===== src/rtl/pc_pkg.sv =====
// Shared types for the PC with return-address stack: action decode enum and
// the count-width helper used by the stack and its users.
package pc_pkg;

  typedef enum logic [2:0] {
    PC_RESET,
    PC_SWAP,
    PC_RET,
    PC_CALL,
    PC_LOAD,
    PC_INC,
    PC_HOLD
  } pc_action_e;

  // Count must represent 0..depth inclusive.
  function automatic int cnt_width(input int depth);
    return $clog2(depth + 1);
  endfunction

endpackage


===== src/rtl/pc_ret_stack.sv =====
// LIFO of return addresses with push, pop and replace-top.
// Macro PC_CALL_STACK_CIRCULAR_EN: a push on full overwrites the oldest entry.
module pc_ret_stack
  import pc_pkg::*;
#(
  parameter int WIDTH = 16,
  parameter int DEPTH = 8
) (
  input  logic             clk,
  input  logic             clr_i,
  input  logic             push_i,
  input  logic             pop_i,
  input  logic             replace_i,
  input  logic [WIDTH-1:0] data_i,
  output logic [WIDTH-1:0] top_o,
  output logic             empty_o,
  output logic             full_o
);

  localparam int CW = cnt_width(DEPTH);
  localparam int PW = (DEPTH > 1) ? $clog2(DEPTH) : 1;
  localparam logic [PW-1:0] PTR_LAST = PW'(DEPTH - 1);

  logic [WIDTH-1:0] mem_q [DEPTH];
  logic [CW-1:0]    cnt_q, cnt_d;
  logic [PW-1:0]    ptr_q, ptr_d;
  logic [PW-1:0]    ptr_inc, ptr_dec, wr_idx;
  logic             wr_en, can_push;

  // The top pointer wraps, so a circular push on full lands on the oldest slot.
  assign ptr_inc = (ptr_q == PTR_LAST) ? '0 : ptr_q + PW'(1);
  assign ptr_dec = (ptr_q == '0) ? PTR_LAST : ptr_q - PW'(1);

  assign empty_o = (cnt_q == '0);
  assign full_o  = (cnt_q == CW'(DEPTH));
  assign top_o   = mem_q[ptr_q];

`ifdef PC_CALL_STACK_CIRCULAR_EN
  assign can_push = 1'b1;
`else
  assign can_push = !full_o;
`endif

  always_comb begin
    // NOTE: every variable gets a default first so no path leaves it unassigned (no latch).
    cnt_d  = cnt_q;
    ptr_d  = ptr_q;
    wr_en  = 1'b0;
    wr_idx = ptr_q;
    if (replace_i && !empty_o) begin
      wr_en = 1'b1;
    end else if (push_i && can_push) begin
      ptr_d  = ptr_inc;
      wr_idx = ptr_inc;
      wr_en  = 1'b1;
      if (!full_o) cnt_d = cnt_q + CW'(1);
    end else if (pop_i && !empty_o) begin
      ptr_d = ptr_dec;
      cnt_d = cnt_q - CW'(1);
    end
  end

  // NOTE: sequential state uses non-blocking assignments only.
  always_ff @(posedge clk) begin
    if (clr_i) begin
      cnt_q <= '0;
      ptr_q <= PTR_LAST;
      // NOTE: entries are cleared on reset because stale return addresses must not survive it.
      for (int i = 0; i < DEPTH; i++) mem_q[i] <= '0;
    end else begin
      cnt_q <= cnt_d;
      ptr_q <= ptr_d;
      if (wr_en) mem_q[wr_idx] <= data_i;
    end
  end

endmodule


===== src/rtl/pc_call_stack.sv =====
// Program counter with reset/load/inc/hold plus call/return via a return-address stack.
// Macro PC_CALL_STACK_CIRCULAR_EN selects overwrite-oldest instead of overflow error.
module pc_call_stack
  import pc_pkg::*;
#(
  parameter int               WIDTH     = 16,
  parameter int               DEPTH     = 8,
  parameter logic [WIDTH-1:0] RESET_VEC = '0
) (
  input  logic             clk,
  input  logic             reset,
  input  logic             load,
  input  logic             inc,
  input  logic             call,
  input  logic             ret,
  input  logic [WIDTH-1:0] in,
  output logic [WIDTH-1:0] out,
  output logic             empty,
  output logic             full,
  output logic             err
);

  pc_action_e       action;
  logic [WIDTH-1:0] out_q, out_d, out_plus1, top;
  logic             err_q, err_d;
  logic             st_clr, st_push, st_pop, st_replace;

  assign out_plus1 = out_q + WIDTH'(1);

  always_comb begin
    if (reset)            action = PC_RESET;
    else if (call && ret) action = PC_SWAP;
    else if (ret)         action = PC_RET;
    else if (call)        action = PC_CALL;
    else if (load)        action = PC_LOAD;
    else if (inc)         action = PC_INC;
    else                  action = PC_HOLD;
  end

  always_comb begin
    out_d      = out_q;
    err_d      = err_q;
    st_clr     = 1'b0;
    st_push    = 1'b0;
    st_pop     = 1'b0;
    st_replace = 1'b0;
    unique case (action)
      PC_RESET: begin
        out_d  = RESET_VEC;
        err_d  = 1'b0;
        st_clr = 1'b1;
      end
      PC_SWAP: begin
        // Tail-swap degrades to a plain call when there is no top to replace.
        out_d      = in;
        st_push    = empty;
        st_replace = !empty;
      end
      PC_RET: begin
        if (empty) begin
          out_d = out_plus1;
          err_d = 1'b1;
        end else begin
          out_d  = top;
          st_pop = 1'b1;
        end
      end
      PC_CALL: begin
        out_d   = in;
        st_push = 1'b1;
`ifndef PC_CALL_STACK_CIRCULAR_EN
        if (full) err_d = 1'b1;
`endif
      end
      PC_LOAD: out_d = in;
      PC_INC:  out_d = out_plus1;
      default: ;
    endcase
  end

  always_ff @(posedge clk) begin
    out_q <= out_d;
    err_q <= err_d;
  end

  pc_ret_stack #(
    .WIDTH(WIDTH),
    .DEPTH(DEPTH)
  ) u_stack (
    .clk      (clk),
    .clr_i    (st_clr),
    .push_i   (st_push),
    .pop_i    (st_pop),
    .replace_i(st_replace),
    .data_i   (out_plus1),
    .top_o    (top),
    .empty_o  (empty),
    .full_o   (full)
  );

  assign out = out_q;
  assign err = err_q;

endmodule


===== config.mk =====
export PLATFORM = sky130hd
export DESIGN_NAME = pc_call_stack
export DESIGN_NICKNAME = d
export VERILOG_FILES = /design/src/rtl/pc_pkg.sv /design/src/rtl/pc_ret_stack.sv /design/src/rtl/pc_call_stack.sv
export SDC_FILE = /design/constraint.sdc
export NUM_CORES = 1
export LEC_CHECK = 0
export ABC_AREA = 1
export BUFFER_PORTS_ARGS = -buffer_cell sky130_fd_sc_hd__buf_2
export CAP_MARGIN = 0
export CORE_ASPECT_RATIO = 1.5
export CORE_UTILIZATION = 40
export DETAILED_ROUTE_END_ITERATION = 7
export PLACE_DENSITY = 0.6
export SYNTH_ARGS = -nofsm -noshare
export SYNTH_HDL_FRONTEND = slang
export SYNTH_HIERARCHICAL = 1
export SYNTH_SLANG_ARGS = --single-unit
export TNS_END_PERCENT = 50

===== constraint.sdc =====
create_clock -name clk -period 7 [get_ports clk]
set_clock_uncertainty 0.2 [all_clocks]
set_input_delay 0.7 -clock clk [delete_from_list [all_inputs] [get_ports clk]]
set_output_delay 0.7 -clock clk [all_outputs]
set_load 0.005 [all_outputs]

# After elaboration in Yosys (flattened, before gate mapping)
# Memory sizes are Yosys's and may differ from the RTL's. A register that Yosys moved wholly into a read port is not among the register bits.
# Index checks and enable logic that the tools add are counted.
# Widths: inputs -> output; s select.
[word_totals]
reg_bits = 24
latch_bits = 0
ram_bits = 128
mem_bits_ro = 0
in_bits = 22
memories = 1
[mem_list]
columns = ["name", "depth", "width", "read_ports", "rd_clocked_by_memory_dff", "wr", "line_no", "text"]
rows = [
  ["u_stack.mem_q", 8, 16, 1, 1, 8, "pc_ret_stack.sv:24", "logic [WIDTH-1:0] mem_q [DEPTH];"],
]
[classes]
n_addsub = 5
mul = 0
div_mod_pow = 0
magnitude_cmp = 0
n_eq_ne = 10
n_shift = 0
n_mux = 37
bitwise_logic = 1
reduce_logical = 17
[ops]
columns = ["cell", "n"]
rows = [
  ["$pmux 16 s4", 1],
  ["$mux 3", 13],
  ["$mux 16", 2],
  ["$add 16x1->16 const B", 1],
  ["$reduce_or 16->1", 1],
  ["$mux 1", 14],
  ["$mux 4", 3],
  ["$eq 3x3->1 const B", 3],
  ["$eq 3x2->1 const B", 2],
  ["$logic_not 3->1", 2],
  ["$reduce_and 3->1", 2],
  ["$add 4x1->4 const B", 1],
  ["$eq 4x4->1 const B", 1],
  ["$logic_and 1x1->1", 4],
  ["$logic_not 4->1", 1],
  ["$mux 2", 2],
  ["$ne 2x2->1 const B", 2],
  ["$reduce_bool 4->1", 1],
  ["$sub 4x1->4 const B", 1],
  ["$add 3x1->3 const B", 1],
  ["$eq 3x1->1 const B", 1],
  ["$pmux 1 s3", 1],
  ["$reduce_bool 3->1", 1],
  ["$reduce_or 3->1", 1],
  ["7 further kinds", 8],
]

# Longest topological paths before layout
# Gate-level depths: netlist of run 1.
[logic_depth]
word_depth = 16
mapped_depth = 16
depth_no_buf = 15

# Modules after synthesis
# The synthesis of run 1 kept the hierarchy.
[by_module_without_submodules]
columns = ["module", "instances", "cells_each", "area_per_inst_um2", "seq_area_each_um2"]
rows = [
  ["pc_ret_stack", 1, 637, 6376.1, 4043.9],
  ["pc_call_stack", 1, 223, 1486.4, 510.5],
]

# Least setup slack after synthesis of run 1
# No wires, ideal clock.
[synth_timing]
path_kind = "reg2reg"
from = "register u_stack.cnt_q[0]"
to = "memory u_stack.mem_q[6][0], enable pin"
setup_ps = 411
arrival_time_ps = 3088
slack_ps = 3300
stages_incl_launch_ff = 13
path_buffers = 1
synth_period_minus_slack_ps = 3700
path_cell_list = "dfxtp_1 -> nor2_2 -> nand3_1 -> inv_1 -> buf_2 -> inv_1 -> a21oi_1 -> nand2_4 -> inv_2 -> nand2_4 -> o21ai_2 -> nand2_1 -> o21ai_0"
[synth_lines]
columns = ["item", "line_no", "text"]
rows = [
  ["start: declaration", "pc_ret_stack.sv:25", "logic [CW-1:0] cnt_q, cnt_d;"],
  ["start signal: assignment", "pc_ret_stack.sv:71", "cnt_q <= cnt_d;"],
  ["end: declaration", "pc_ret_stack.sv:24", ""],
]

==> results.md, run 1 <==
Power and ir drop:
- For this design the total switching power over the nets is between 0.7 and 0.8 mW.
- Power comes to 2.50 mW.
- The clock share of power is 0.360.
- For this design the ratio of total power to cell area is 284 mW/mm².
- The maximum VDD drop is 169 µV.
- The switching share of power is 0.319.
- Summed over all cells, the static leakage comes to 3.44 nW.
- The share of total power dissipated in sequential elements is 0.440.
- Internal power comes to around 1.7 mW.
- Of the total power, combinational logic draws 0.200.

Global route:
- The number of antenna violations at the first check in global routing is 0.
- Entering global routing, the biggest net connects 66 pins.
- The via count of the first global-routing pass was 5834.
- In the global route stage, overall resource usage came out at 0.218.
- The remaining global-route overflow is 0.
- The first-pass GRT wire length is 32500 µm.

Setup path:
- The maximum net fanout on the critical path is 35.
- The critical path's slowest cell is sky130_fd_sc_hd__nand3_2.
- The worst setup path is launched from a flip-flop.
- Counting both buffers and inverters, the worst setup path holds a total of 4.
- Traced cell by cell, the critical path runs through nor2_2 > nand3_1 > inv_1 > inv_1 > a21oi_1 > nand2_4 > inv_2 > nand2_4 > nand2_1 > nand3_2 > inv_2 > nand2_2 > nand2_1.
- The worst setup path is captured at a flip-flop.
- In this design, the stage delay of the slowest critical-path cell is 0.57 ns.
- At the worst endpoint, the arrival time is 3.99 ns.
- STA puts the critical path data required time at 6.85 ns.
- On the critical path the largest part of the delay comes from simple AND/OR/NAND/NOR gates.
- The worst setup path is of the flip-flop to flip-flop kind.

Finish:
- In the layout the commonest cells are sky130_fd_sc_hd__nor2_1, sky130_fd_sc_hd__edfxtp_1, sky130_fd_sc_hd__nand2_1.
- The repair_antennas step left the layout with diodes totalling 0.
- The area growth from synthesis to layout is 12.0%.
- The library cell used most frequently in the layout, excluding fill and tap cells, is sky130_fd_sc_hd__nor2_1.
- Of the cells placed in the final design, the portion with a size suffix greater than 1 is 0.127.
- The number of nets in the layout is approximately 910.

Placed design:
- The number of input and output port buffers inserted is 40.
- The weighted congestion at the end of routability-driven global placement is 0.846.
- Detailed placement finished with a half-perimeter wire length of 15600 µm.

Synth:
- The dominant synthesized flop cell is sky130_fd_sc_hd__edfxtp_1.
- The fraction of synthesis flops using an asynchronous set or reset pin is 0.
- The number of warnings reported in the yosys synthesis log is 6.
- Synthesis produced 860 cells.
- The total of flip-flops plus latches after synthesis is roughly 160.
- The cell area after synthesis is 0.00786 mm².
- The share of the Yosys chip area taken by registers is 0.579.
- The synthesized area divided by synthesized cell count is 9.14 µm².
- The synthesized design contains 145 enable-type register cells.
- The synthesized netlist net count is roughly 900.
- The netlist uses between 40 and 50 different library cells.

Drt:
- The average wire per standard cell is 18.4 µm.
- The total detailed-routing wirelength is 21200 µm.
- Using the TritonRoute via totals, the vias-per-cell ratio works out to around 5.3.
- The DRC violations left is 0.
- The via count is a little over 6000.
- The post-route antenna net violation count is 0.
- The first routing iteration left 418 violations.
- The number of detailed-route iterations in the first pass is 6.

Floorplan:
- The total area inside the core boundary comes to just under 0.02 mm².
- After floorplanning, the core was divided into 62 placement rows.
- The die covers ~0.02 mm².
- The number of ports placed on the die boundary is 41.
- From bottom edge to top edge, the die measures 174 µm.
- The die width is 116 µm.
- The effective utilization at floorplan is 0.409.

STA:
- The final period utilization is 0.591.
- At the pin with the least slew margin, the transition time is ~0.90 ns.
- The worst path in the final design needs a cycle of 4.14 ns, including I/O delays and setup.
- Setup violations remaining at the end of the flow were counted as 0.
- Setup total negative slack on the finished layout was measured at 0 ns.
- Setup repair after global routing left no endpoint under its margin.
- In this run the tightest slew margin relative to its limit is 0.399.
- The total count of max-transition violations in the final report was 0.
- The count of final hold-check violations is 0.
- The upper clock frequency limit is 242 MHz.

Clock network:
- For the worst-skew pair, the clock arrives at the later sink with an insertion delay of 0.42 ns.
- The number of buffers on the longest clock path is 2.
- The hold buffer count at cts is 0.
- The cell sitting at the root of the clock tree is a sky130_fd_sc_hd__clkbuf_16.
- The clock drives roughly 160 sinks.
- The quantity of gates resized following cts is 0.
- The H-tree generated during clock tree synthesis spans 4 levels.
- Clock-pin slew was measured on the worst setup and hold paths at 0.07 ns.
- In this run, CTS created clock tree buffers numbering 17.
- TritonCTS built the clock tree.
- In this run the post-CTS setup repair buffer count came out at 0.

Hold path:
- The type of the most critical hold path is flip-flop to flip-flop.

Job:
- The number of violations of the max-capacitance limit is 0.

Status:
- The flow ran to the end, and the final reports show no timing, DRC or antenna violations.
-- cells by family after synthesis --
family          after synthesis  share of synthesized area
flops                       155                      0.579
buf+inv                     117                     0.0630
simple gates                437                      0.243
xor+xnor                      6                    0.00668
fa+ha+maj                     8                     0.0127
compound gates              137                     0.0958
-- power by group through the flow --
stage | registers [mW] | clock network (mW) | logic [mW]
floorplan | 1.11 | 0 | 0.329
global placement | 1.12 | 0 | 0.495
detailed placement | 1.12 | 0 | 0.496
CTS | 1.10 | 0.916 | 0.498
global route | 1.11 | 0.953 | 0.553
finish | 1.10 | 0.901 | 0.501
-- cell usage after synthesis, drive strengths merged (10+ instances only) --
master / count / area share
o21ai: 90 / 0.059
nand2: 104 / 0.054
nor2: 203 / 0.099
buf: 22 / 0.018
clkbuf: 24 / 0.011
nor3: 67 / 0.043
a31oi: 17 / 0.014
edfxtp: 145 / 0.55
dfxtp: 10 / 0.025
nand3: 48 / 0.033
o22ai: 17 / 0.014
inv: 70 / 0.033
-- area by class of cell --
type,instances,area (µm²)
Clock buffer,17,425
Clock inverter,15,156
Fill cell,1856,10400
Inverter,71,267
Multi-Input combinational cell,588,2810
Sequential cell,155,4560
Tap cell,256,320
Timing Repair Buffer,49,268
-- path summary, 6_finish.rpt --
| check | to | depth (start not counted) | startpoint | slack, ns |
|---|---|---|---|---|
| max reg2reg | u_stack/mem_q[3][11]$_SDFFCE_PN0P_ | 13 | u_stack/cnt_q[0]$_SDFFE_PP0P_ | 2.86 |
| min | u_stack/cnt_q[0]$_SDFFE_PP0P_ | 1 | u_stack/cnt_q[0]$_SDFFE_PP0P_ | 0.31 |
| max | u_stack/mem_q[3][11]$_SDFFCE_PN0P_ | 13 | u_stack/cnt_q[0]$_SDFFE_PP0P_ | 2.86 |
| min reg2reg | u_stack/cnt_q[0]$_SDFFE_PP0P_ | 1 | u_stack/cnt_q[0]$_SDFFE_PP0P_ | 0.31 |
-- worst register-to-register path, stage by stage (launching register included) --
cell                      delay [ns]
sky130_fd_sc_hd__dfxtp_1        0.35
sky130_fd_sc_hd__nor2_2         0.16
sky130_fd_sc_hd__nand3_1        0.14
sky130_fd_sc_hd__inv_1          0.30
sky130_fd_sc_hd__inv_1          0.14
sky130_fd_sc_hd__a21oi_1        0.39
sky130_fd_sc_hd__nand2_4        0.17
sky130_fd_sc_hd__inv_2          0.13
sky130_fd_sc_hd__nand2_4        0.07
sky130_fd_sc_hd__nand2_1        0.09
sky130_fd_sc_hd__nand3_2        0.57
sky130_fd_sc_hd__inv_2          0.27
sky130_fd_sc_hd__nand2_2        0.22
sky130_fd_sc_hd__nand2_1        0.56
-- per-layer routing --
layer  part of all wire  vias to the layer above  track usage
li1                   -                     2989            -
met1               0.38                     2853        0.242
met2               0.52                      216        0.383
met3              0.055                       54       0.0406
met4              0.048                        0        0.121
met5                  0                        -            0
-- flip-flops by register name, indices dropped and copies added, names as in the netlist, named ones only --
register,count
u_stack/cnt_q,4
u_stack/ptr_q,3
err,1
u_stack/mem_q,128
out,16
-- per-stage QoR --
stage	instances	hold WS [ns]	cell area, µm²	setup slack [ns]	util
finish	1151	0.312	8800	2.86	0.458
global route	1151	0.341	8800	2.40	0.458
CTS	1151	0.317	8800	2.89	0.458
detailed placement	1119	0.304	8220	2.76	0.427
global placement	1119	0.301	8220	2.85	0.427
floorplan	860	0.269	7860	3.30	-
Power figures use the tool's default switching activity.
==> inputs of run 2 (changes only) <==
- ABC_AREA: 1 -> 0
- clock period: 7 -> 4.2 ns (I/O delays scaled with it)
==> results.md, run 2 <==
Status:
- The flow ran to the end, and the final reports show no timing, DRC or antenna violations.

Power and ir drop:
- The static leakage power is 3.48 nW (+1.4%).
- The power per cell area is 491 mW/mm² (+73%).
- The maximum VDD drop came to 304 µV (+80%).
- The total power after layout is 4.36 mW (+74%).

Drt:
- The total detailed-routing wirelength is 20400 µm (-3.7%).
- The DRC violations left came to 0 (unchanged).
- The post-route antenna net violation count was 0 (unchanged).
- The via count is 5104 (-16%).
- The starting DRC count in detailed routing is 434 (+3.8%).
- The ratio of routed vias to standard cells was 5.67 (+6.8%).
- The average wire per standard cell is 22.7 µm (+23%).
- The number of detailed-route iterations in the first pass is 5 (-1).

Clock network:
- The number of H-tree branching levels is 4 (unchanged).
- The quantity of gates resized following cts came to 0 (unchanged).
- The number of CTS-inserted buffers is 17 (unchanged).
- The hold buffer count at cts is 0 (unchanged).
- The clock root buffer master is sky130_fd_sc_hd__clkbuf_16.
- The insertion delay of the later-clocked pin in the worst-skew pair is 0.42 ns (about the same).
- The number of buffers on the longest clock path is 2 (unchanged).
- The total clock sinks is 155 (unchanged).
- The total setup buffers inserted after CTS was 0 (unchanged).
- The register clock-pin slew on the reported worst setup and hold paths is 0.06 ns (about the same).
- The TritonCTS clock tree is built.

Synth:
- The number of standard cells after synthesis is 596 (-31%).
- The dominant synthesized flop cell is sky130_fd_sc_hd__edfxtp_1.
- The sequential fraction of the synthesis area is 0.578 (-0.00120).
- The fraction of synthesis flops using an asynchronous set or reset pin came to 0 (unchanged).
- The number of enable flip-flop cells after synthesis is 145 (unchanged).
- The post-synthesis xor/xnor area fraction is 0.0178 (+0.0111).
- The library cell with the highest instance count after synthesis is sky130_fd_sc_hd__edfxtp_1.
- The synthesized area divided by synthesized cell count is 13.2 µm² (+45%).
- The adder-cell share of the synthesized area came to 0.0127 (-0.0000263).
- The count of cell types in the netlist was 67 (+63%).
- The total of flip-flops plus latches after synthesis is 155 (unchanged).
- sky130_fd_sc_hd__edfxtp_1 takes more of the synthesized area than any other cell.
- The number of warnings reported in the yosys synthesis log is 6 (unchanged).
- By area, the combinational part of the netlist is dominated by simple AND/OR/NAND/NOR gates.
- The mux contribution to synthesized area is 0.116 (+0.116).
- The cell area after synthesis is 0.00788 mm² (+0.21%).
- The share of synthesized cell area in and, or, nand and nor gates is 0.155 (-0.0878).
- The area fraction in compound gates after synthesis is 0.0785 (-0.0173).
- By count the netlist is led by sky130_fd_sc_hd__edfxtp_1, sky130_fd_sc_hd__nor2_1, sky130_fd_sc_hd__and3_1.
- The synthesized netlist net count is 626 (-30%).
- Yosys attributes the largest share of cell area to sky130_fd_sc_hd__edfxtp_1, sky130_fd_sc_hd__mux4_2, sky130_fd_sc_hd__and3_1, sky130_fd_sc_hd__nor2_1, sky130_fd_sc_hd__dfxtp_1.
- The area share of the largest cell type after synthesis is 0.553 (-0.00114).

Global route:
- The first-pass GRT wire length is 31300 µm (-3.6%).
- The via count of the first global-routing pass was 5332 (-8.6%).
- The remaining global-route overflow is 0 (unchanged).
- The total routing resource utilization after global routing is 0.217 (-0.000752).
- The pin count of the biggest net entering global routing came to 69 (+4.5%).
- The number of antenna violations at the first check in global routing is 0 (unchanged).

STA:
- The slew at the pin closest to its max-slew limit came to 1.00 ns (+0.106 ns).
- The number of setup violations in the final report is 0 (unchanged).
- The final period utilization is 0.858 (+0.266).
- The post-route worst setup slack is 0.598 ns (-2.26 ns).
- The time the worst path needs with I/O delays and setup was 3.60 ns (-0.539 ns).
- Setup repair after global routing left no endpoint under its margin.
- The upper clock frequency limit was 278 MHz (+15%).
- The count of final hold-check violations came to 0 (unchanged).
- The final sum of negative setup slack was 0 ns (unchanged).
- The tightest slew margin relative to the limit is 0.331 (-0.0677).
- The total count of max-transition violations in the final report is 0 (unchanged).

Floorplan:
- The die width is 117 µm (about the same).
- The placeable core region is 0.0192 mm² (unchanged).
- The effective utilization at floorplan is 0.410 (+0.000845).
- The number of ports placed on the die boundary is 41 (unchanged).
- The overall die height was 174 µm (+0.10%).
- The die outline area is 0.0203 mm² (+0.20%).
- The number of placement rows is 62 (unchanged).

Setup path:
- The worst setup path is launched from a flip-flop.
- The kind of end point of the critical path is a flip-flop.
- The required time of the critical path was 4.13 ns (-2.72 ns).
- The data arrival time of the critical path is 3.53 ns (-0.46 ns).
- The maximum net fanout on the critical path was 17 (-51%).
- The critical path class is flip-flop to flip-flop.
- The worst-case register-to-register setup slack was 0.60 ns (-2.26 ns).
- The number of cell instances on the worst register-to-register path is 8 (-5).
- The terminus of the critical flop-to-flop path is u_stack/mem_q[4][6]$_SDFFCE_PN0P_.
- The worst flop-to-flop path startpoint is u_stack/cnt_q[0]$_SDFFE_PP0P_.

Hold path:
- The worst hold path stage count is 3 (+2).
- The worst hold path begins at in[11].
- The destination of the worst hold path is out[11]$_DFFE_PP_.
- The type of the most critical hold path is primary input to flip-flop.

Finish:
- Leaving out fill and tap cells, the most frequent cells in the layout are sky130_fd_sc_hd__edfxtp_1, sky130_fd_sc_hd__nor2_1, sky130_fd_sc_hd__and3_1.
- The ratio of cells with drive above 1 in the final layout is 0.262 (+0.135).
- The flip-flop count of the largest register, all copies and words added is 128 (unchanged).
- The number of nets in the layout is 663 (-27%).
- The area growth from synthesis to layout is 12.8%.
- The utilization of the core after routing is 0.462 (+0.00442).
- Leaving out fill and tap cells, the most frequent cell in the layout is sky130_fd_sc_hd__edfxtp_1.
- u_stack/mem_q holds more flip-flops than any other register.
- The count of inserted antenna diode cells is 0 (unchanged).
- The non-filler instance count after layout is 900 (-22%).

Placed design:
- The detailed placement HPWL is 14900 µm (-4.1%).
- The weighted congestion at the end of routability-driven global placement is 0.822 (-2.8%).
- The number of input and output port buffers inserted is 40 (unchanged).
- The worst setup slack after placement is 0.679 ns (-2.08 ns).
- The cell total after placement came to 870 (-22%).

Job:
- The number of violations of the max-capacitance limit was 0 (unchanged).
[run 2: changes by cell type in the layout (fill, tap and decap cells not counted), moves of 12 or more]
| cell | previous run | this run |
|---|---|---|
| sky130_fd_sc_hd__mux2_2 | 0 | 16 |
| sky130_fd_sc_hd__mux4_2 | 0 | 32 |
| sky130_fd_sc_hd__and3_1 | 0 | 53 |
| sky130_fd_sc_hd__o22ai_1 | 17 | 2 |
| sky130_fd_sc_hd__and3_2 | 0 | 12 |
| sky130_fd_sc_hd__a22oi_1 | 0 | 13 |
| sky130_fd_sc_hd__inv_1 | 61 | 26 |
| sky130_fd_sc_hd__nand2_1 | 94 | 34 |
| sky130_fd_sc_hd__nor3_1 | 67 | 8 |
| sky130_fd_sc_hd__a31oi_1 | 17 | 3 |
| sky130_fd_sc_hd__nand3_1 | 46 | 8 |
| sky130_fd_sc_hd__o21ai_0 | 82 | 12 |
| sky130_fd_sc_hd__nor2_1 | 199 | 80 |
[run 2: how the worst max path moves through the flow]
stage	start	to	slack (ns)
3_5_place_dp	u_stack/cnt_q[0]$_SDFFE_PP0P_	u_stack/mem_q[4][8]$_SDFFCE_PN0P_	0.68
2_1_floorplan	u_stack/cnt_q[1]$_SDFFE_PP0P_	u_stack/mem_q[4][0]$_SDFFCE_PN0P_	0.83
6_report	u_stack/cnt_q[0]$_SDFFE_PP0P_	u_stack/mem_q[4][6]$_SDFFCE_PN0P_	0.60
5_1_grt	u_stack/cnt_q[0]$_SDFFE_PP0P_	u_stack/mem_q[4][8]$_SDFFCE_PN0P_	0.42
4_1_cts	u_stack/cnt_q[0]$_SDFFE_PP0P_	u_stack/mem_q[4][8]$_SDFFCE_PN0P_	0.66
3_3_place_gp	u_stack/cnt_q[0]$_SDFFE_PP0P_	u_stack/mem_q[2][1]$_SDFFCE_PN0P_	0.73
[run 2: cells by family (layout without fill, tap and decap cells)]
family                     Yosys count  after routing
and+or+nand+nor                    229            229
xor gates and xnor gates            16             16
DFF                                155            155
muxes                               49             49
buffers and inverters               67            115
AOI/OAI and AO/OA                   72             72
adders and majority gates            8              8
[run 2: stage by stage]
stage          instance area (µm²)  hold slack [ns]
2_1_floorplan                 7880            0.286
3_3_place_gp                  8330            0.321
3_5_place_dp                  8330            0.324
4_1_cts                       8890           0.0837
5_1_grt                       8890           0.0852
6_report                      8890            0.105
[run 2: routing by layer]
metal,part of all wire,track usage,wire (µm),up-vias
met4,0.032,0.0918,645,0
met5,0,0,0,-
li1,-,-,-,2329
met1,0.35,0.236,7240,2603
met2,0.58,0.405,11800,142
met3,0.038,0.0363,772,30
[run 2: critical path: stages (launching register included)]
cell and delay [ns]:
sky130_fd_sc_hd__dfxtp_1 0.40, sky130_fd_sc_hd__or4_4 0.57, sky130_fd_sc_hd__inv_2 0.24, sky130_fd_sc_hd__nor4_1 0.15
sky130_fd_sc_hd__o31ai_1 0.22, sky130_fd_sc_hd__nand4_1 0.34, sky130_fd_sc_hd__o22ai_4 0.45, sky130_fd_sc_hd__a21o_1 0.46
sky130_fd_sc_hd__buf_4 0.26
[run 2: power by group]
group	switching, mW	internal, mW
logic	0.556	0.373
registers	0.123	1.81
clock network	0.582	0.919
[run 2: layout make-up]
class | instances | area (µm²)
tap | 256 | 320
multi-input combinational | 374 | 3000
fill | 1793 | 10300
timing repair buffer | 58 | 348
inverter | 27 | 101
sequential | 155 | 4560
clock buffer | 20 | 437
clock inverter | 10 | 126
==> inputs of run 3 (changes only) <==
- RECOVER_POWER: unset -> 100
==> results.md, run 3 (synthesized netlist as in run 2, its figures left out) <==
Setup path:
- The number of cell instances on the worst register-to-register path is 7 (-1).
- The critical path class is flip-flop to flip-flop.
- The logic depth of the worst setup path including buffers is 7 (-1).
- The total buffers and inverters traversed by the critical path is 1 (-1).
- The required time of the critical path came to 4.05 ns (-0.08 ns).
- The critical path's slowest cell is sky130_fd_sc_hd__a21o_1.
- The delay of the slowest critical-path stage is 0.64 ns (+0.07 ns).
- In this design, the largest share of critical-path delay is due to compound AO/OA/AOI/OAI gates.
- The signal on the critical path passes through or4_1 > inv_2 > nor4_1 > o31ai_1 > and3_4 > a31o_1 > a21o_1.
- The maximum net fanout on the critical path came to 17 (unchanged).
- STA classifies the critical path startpoint as a flip-flop.
- STA classifies the critical path endpoint as a flip-flop.
- The data arrival time of the critical path is 3.61 ns (+0.08 ns).

Power and ir drop:
- The static leakage power is 3.43 nW (-1.5%).
- The switching share of power came to 0.288 (-0.00157).
- The sequential cell fraction of total power is 0.448 (+0.005).
- The net load switching power was 1.24 mW (-1.8%).
- The proportion of power drawn by combinational gates came to 0.202 (-0.011).
- The clock share of power is 0.350 (+0.006).
- The power per cell area is 493 mW/mm² (+0.46%).
- The internal power consumption came to 3.07 mW (-1.1%).
- The maximum VDD drop is 303 µV (-0.51%).

Floorplan:
- The die width is 117 µm (unchanged).
- The number of placement rows is 62 (unchanged).
- The overall die height is 174 µm (unchanged).
- The die outline area is 0.0203 mm² (unchanged).
- The placeable core region is 0.0192 mm² (unchanged).
- The effective utilization at floorplan is 0.410 (unchanged).
- The number of ports placed on the die boundary was 41 (unchanged).

Global route:
- The first-pass GRT wire length is 31300 µm (unchanged).
- The number of antenna violations at the first check in global routing is 0 (unchanged).
- The total routing resource utilization after global routing is 0.217 (unchanged).
- The via count of the first global-routing pass is 5332 (unchanged).
- The remaining global-route overflow is 0 (unchanged).
- The pin count of the biggest net entering global routing is 69 (unchanged).

STA:
- The post-route worst hold slack came to 0.102 ns (-0.00287 ns).
- The slew at the pin closest to its max-slew limit is 1.46 ns (+0.463 ns).
- The final sum of negative setup slack is 0 ns (unchanged).
- The final period utilization came to 0.893 (+0.0357).
- The tightest slew margin relative to the limit came to 0.0136 (-0.318).
- Setup repair after global routing left no endpoint under its margin.
- The time the worst path needs with I/O delays and setup is 3.75 ns (+0.150 ns).
- The upper clock frequency limit was 267 MHz (-4.0%).
- The total count of max-transition violations in the final report came to 0 (unchanged).
- The number of setup violations in the final report is 0 (unchanged).
- The post-route worst setup slack is 0.448 ns (-0.150 ns).
- The count of final hold-check violations is 0 (unchanged).

Status:
- The run finished, with violations left.
- The checks that failed: capacitance limit.

Clock network:
- The quantity of gates resized following cts is 0 (unchanged).
- The total setup buffers inserted after CTS is 0 (unchanged).
- The number of CTS-inserted buffers is 17 (unchanged).
- The total clock sinks came to 155 (unchanged).
- The insertion delay of the later-clocked pin in the worst-skew pair is 0.42 ns (about the same).
- The register clock-pin slew on the reported worst setup and hold paths is 0.06 ns (about the same).
- The TritonCTS clock tree is built.
- The number of H-tree branching levels is 4 (unchanged).
- The hold buffer count at cts is 0 (unchanged).
- The number of buffers on the longest clock path is 2 (unchanged).
- The clock root buffer master is sky130_fd_sc_hd__clkbuf_16.

Finish:
- The number of fillers in the final layout is 1824 (+1.7%).
- Relative to the synthesized area, the layout overhead comes to 10.9%.
- The count of inserted antenna diode cells is 0 (unchanged).
- The ratio of cells with drive above 1 in the final layout is 0.228 (-0.0342).
- The utilization of the core after routing is 0.454 (-0.00793).
- The most common cell after layout, fill and taps aside is sky130_fd_sc_hd__edfxtp_1.
- u_stack/mem_q holds more flip-flops than any other register.
- The number of nets in the layout came to 663 (unchanged).
- The flip-flop count of the largest register, all copies and words added is 128 (unchanged).
- Leaving out fill and tap cells, the most frequent cells in the layout are sky130_fd_sc_hd__edfxtp_1, sky130_fd_sc_hd__nor2_1, sky130_fd_sc_hd__and3_1.

Hold path:
- The path class of the tightest hold or removal check is primary input to flip-flop.
- The worst hold path stage count is 3 (unchanged).

Drt:
- The via count was 5143 (+0.76%).
- The total detailed-routing wirelength is 20600 µm (+0.80%).
- The starting DRC count in detailed routing is 453 (+4.4%).
- The ratio of routed vias to standard cells is 5.71 (+0.76%).
- The number of detailed-route iterations in the first pass is 5 (unchanged).
- The average wire per standard cell is 22.9 µm (+0.80%).
- The DRC violations left was 0 (unchanged).
- The post-route antenna net violation count came to 0 (unchanged).

Placed design:
- The worst setup slack after placement was 0.679 ns (unchanged).
- The number of input and output port buffers inserted is 40 (unchanged).
- The weighted congestion at the end of routability-driven global placement is 0.822 (unchanged).
- The detailed placement HPWL was 14900 µm (unchanged).

Job:
- The number of violations of the max-capacitance limit is 1 (+1).
-- run 3: changes by cell type in the layout (fill, tap and decap cells not counted), sizes merged --
cell    before  now
buf         58   46
clkbuf      20   32
-- run 3: path summary, 6_finish.rpt --
path              slack [ns]                     startpoint                                  to
setup / recovery        0.45  u_stack/cnt_q[0]$_SDFFE_PP0P_  u_stack/mem_q[2][13]$_SDFFCE_PN0P_
hold / removal          0.10                         in[11]                   out[11]$_DFFE_PP_
setup reg to reg        0.45  u_stack/cnt_q[0]$_SDFFE_PP0P_  u_stack/mem_q[2][13]$_SDFFCE_PN0P_
hold reg to reg         0.33  u_stack/cnt_q[3]$_SDFFE_PP0P_       u_stack/cnt_q[3]$_SDFFE_PP0P_
-- run 3: power by group through the flow --
stage	combinational (mW)	clock, mW	sequential (mW)
3_5_place_dp	0.932	0	1.96
5_1_grt	0.942	1.58	1.94
6_report	0.871	1.51	1.93
4_1_cts	0.935	1.52	1.93
3_3_place_gp	0.915	0	1.96
2_1_floorplan	0.693	0	1.90
-- run 3: per-stage QoR --
stage | cell area (µm²) | cells | power, mW
floorplan | 7880 | 596 | 2.59
global placement | 8330 | 870 | 2.87
finish | 8740 | 900 | 4.31
CTS | 8890 | 900 | 4.39
global route | 8740 | 900 | 4.46
detailed placement | 8330 | 870 | 2.89
-- run 3: worst register-to-register path: cells and delay by family, from the launching register on --
kind                   cells  cell delay, ns
AO/OA/AOI/OAI              3            1.40
flip-flops                 1            0.39
buffers and inverters      1            0.26
AND/OR/NAND/NOR            3            1.12
-- run 3: final cells by class --
cell class	count	area [µm²]	share of cell area
clock buffers	20	437	0.0500
well taps	256	320	0.0367
multi-input cells	374	2880	0.330
clock inverters	10	126	0.0145
repair buffers	58	315	0.0361
inverters	27	101	0.0116
flip-flops and latches	155	4560	0.521
-- run 3: per-layer routing --
| layer | vias to the layer above | global-route usage | wire [µm] |
|---|---|---|---|
| li1 | 2333 | - | - |
| met1 | 2628 | 0.236 | 7370 |
| met2 | 150 | 0.405 | 11800 |
| met3 | 32 | 0.0363 | 757 |
| met4 | 0 | 0.0918 | 651 |
| met5 | - | 0 | 0 |
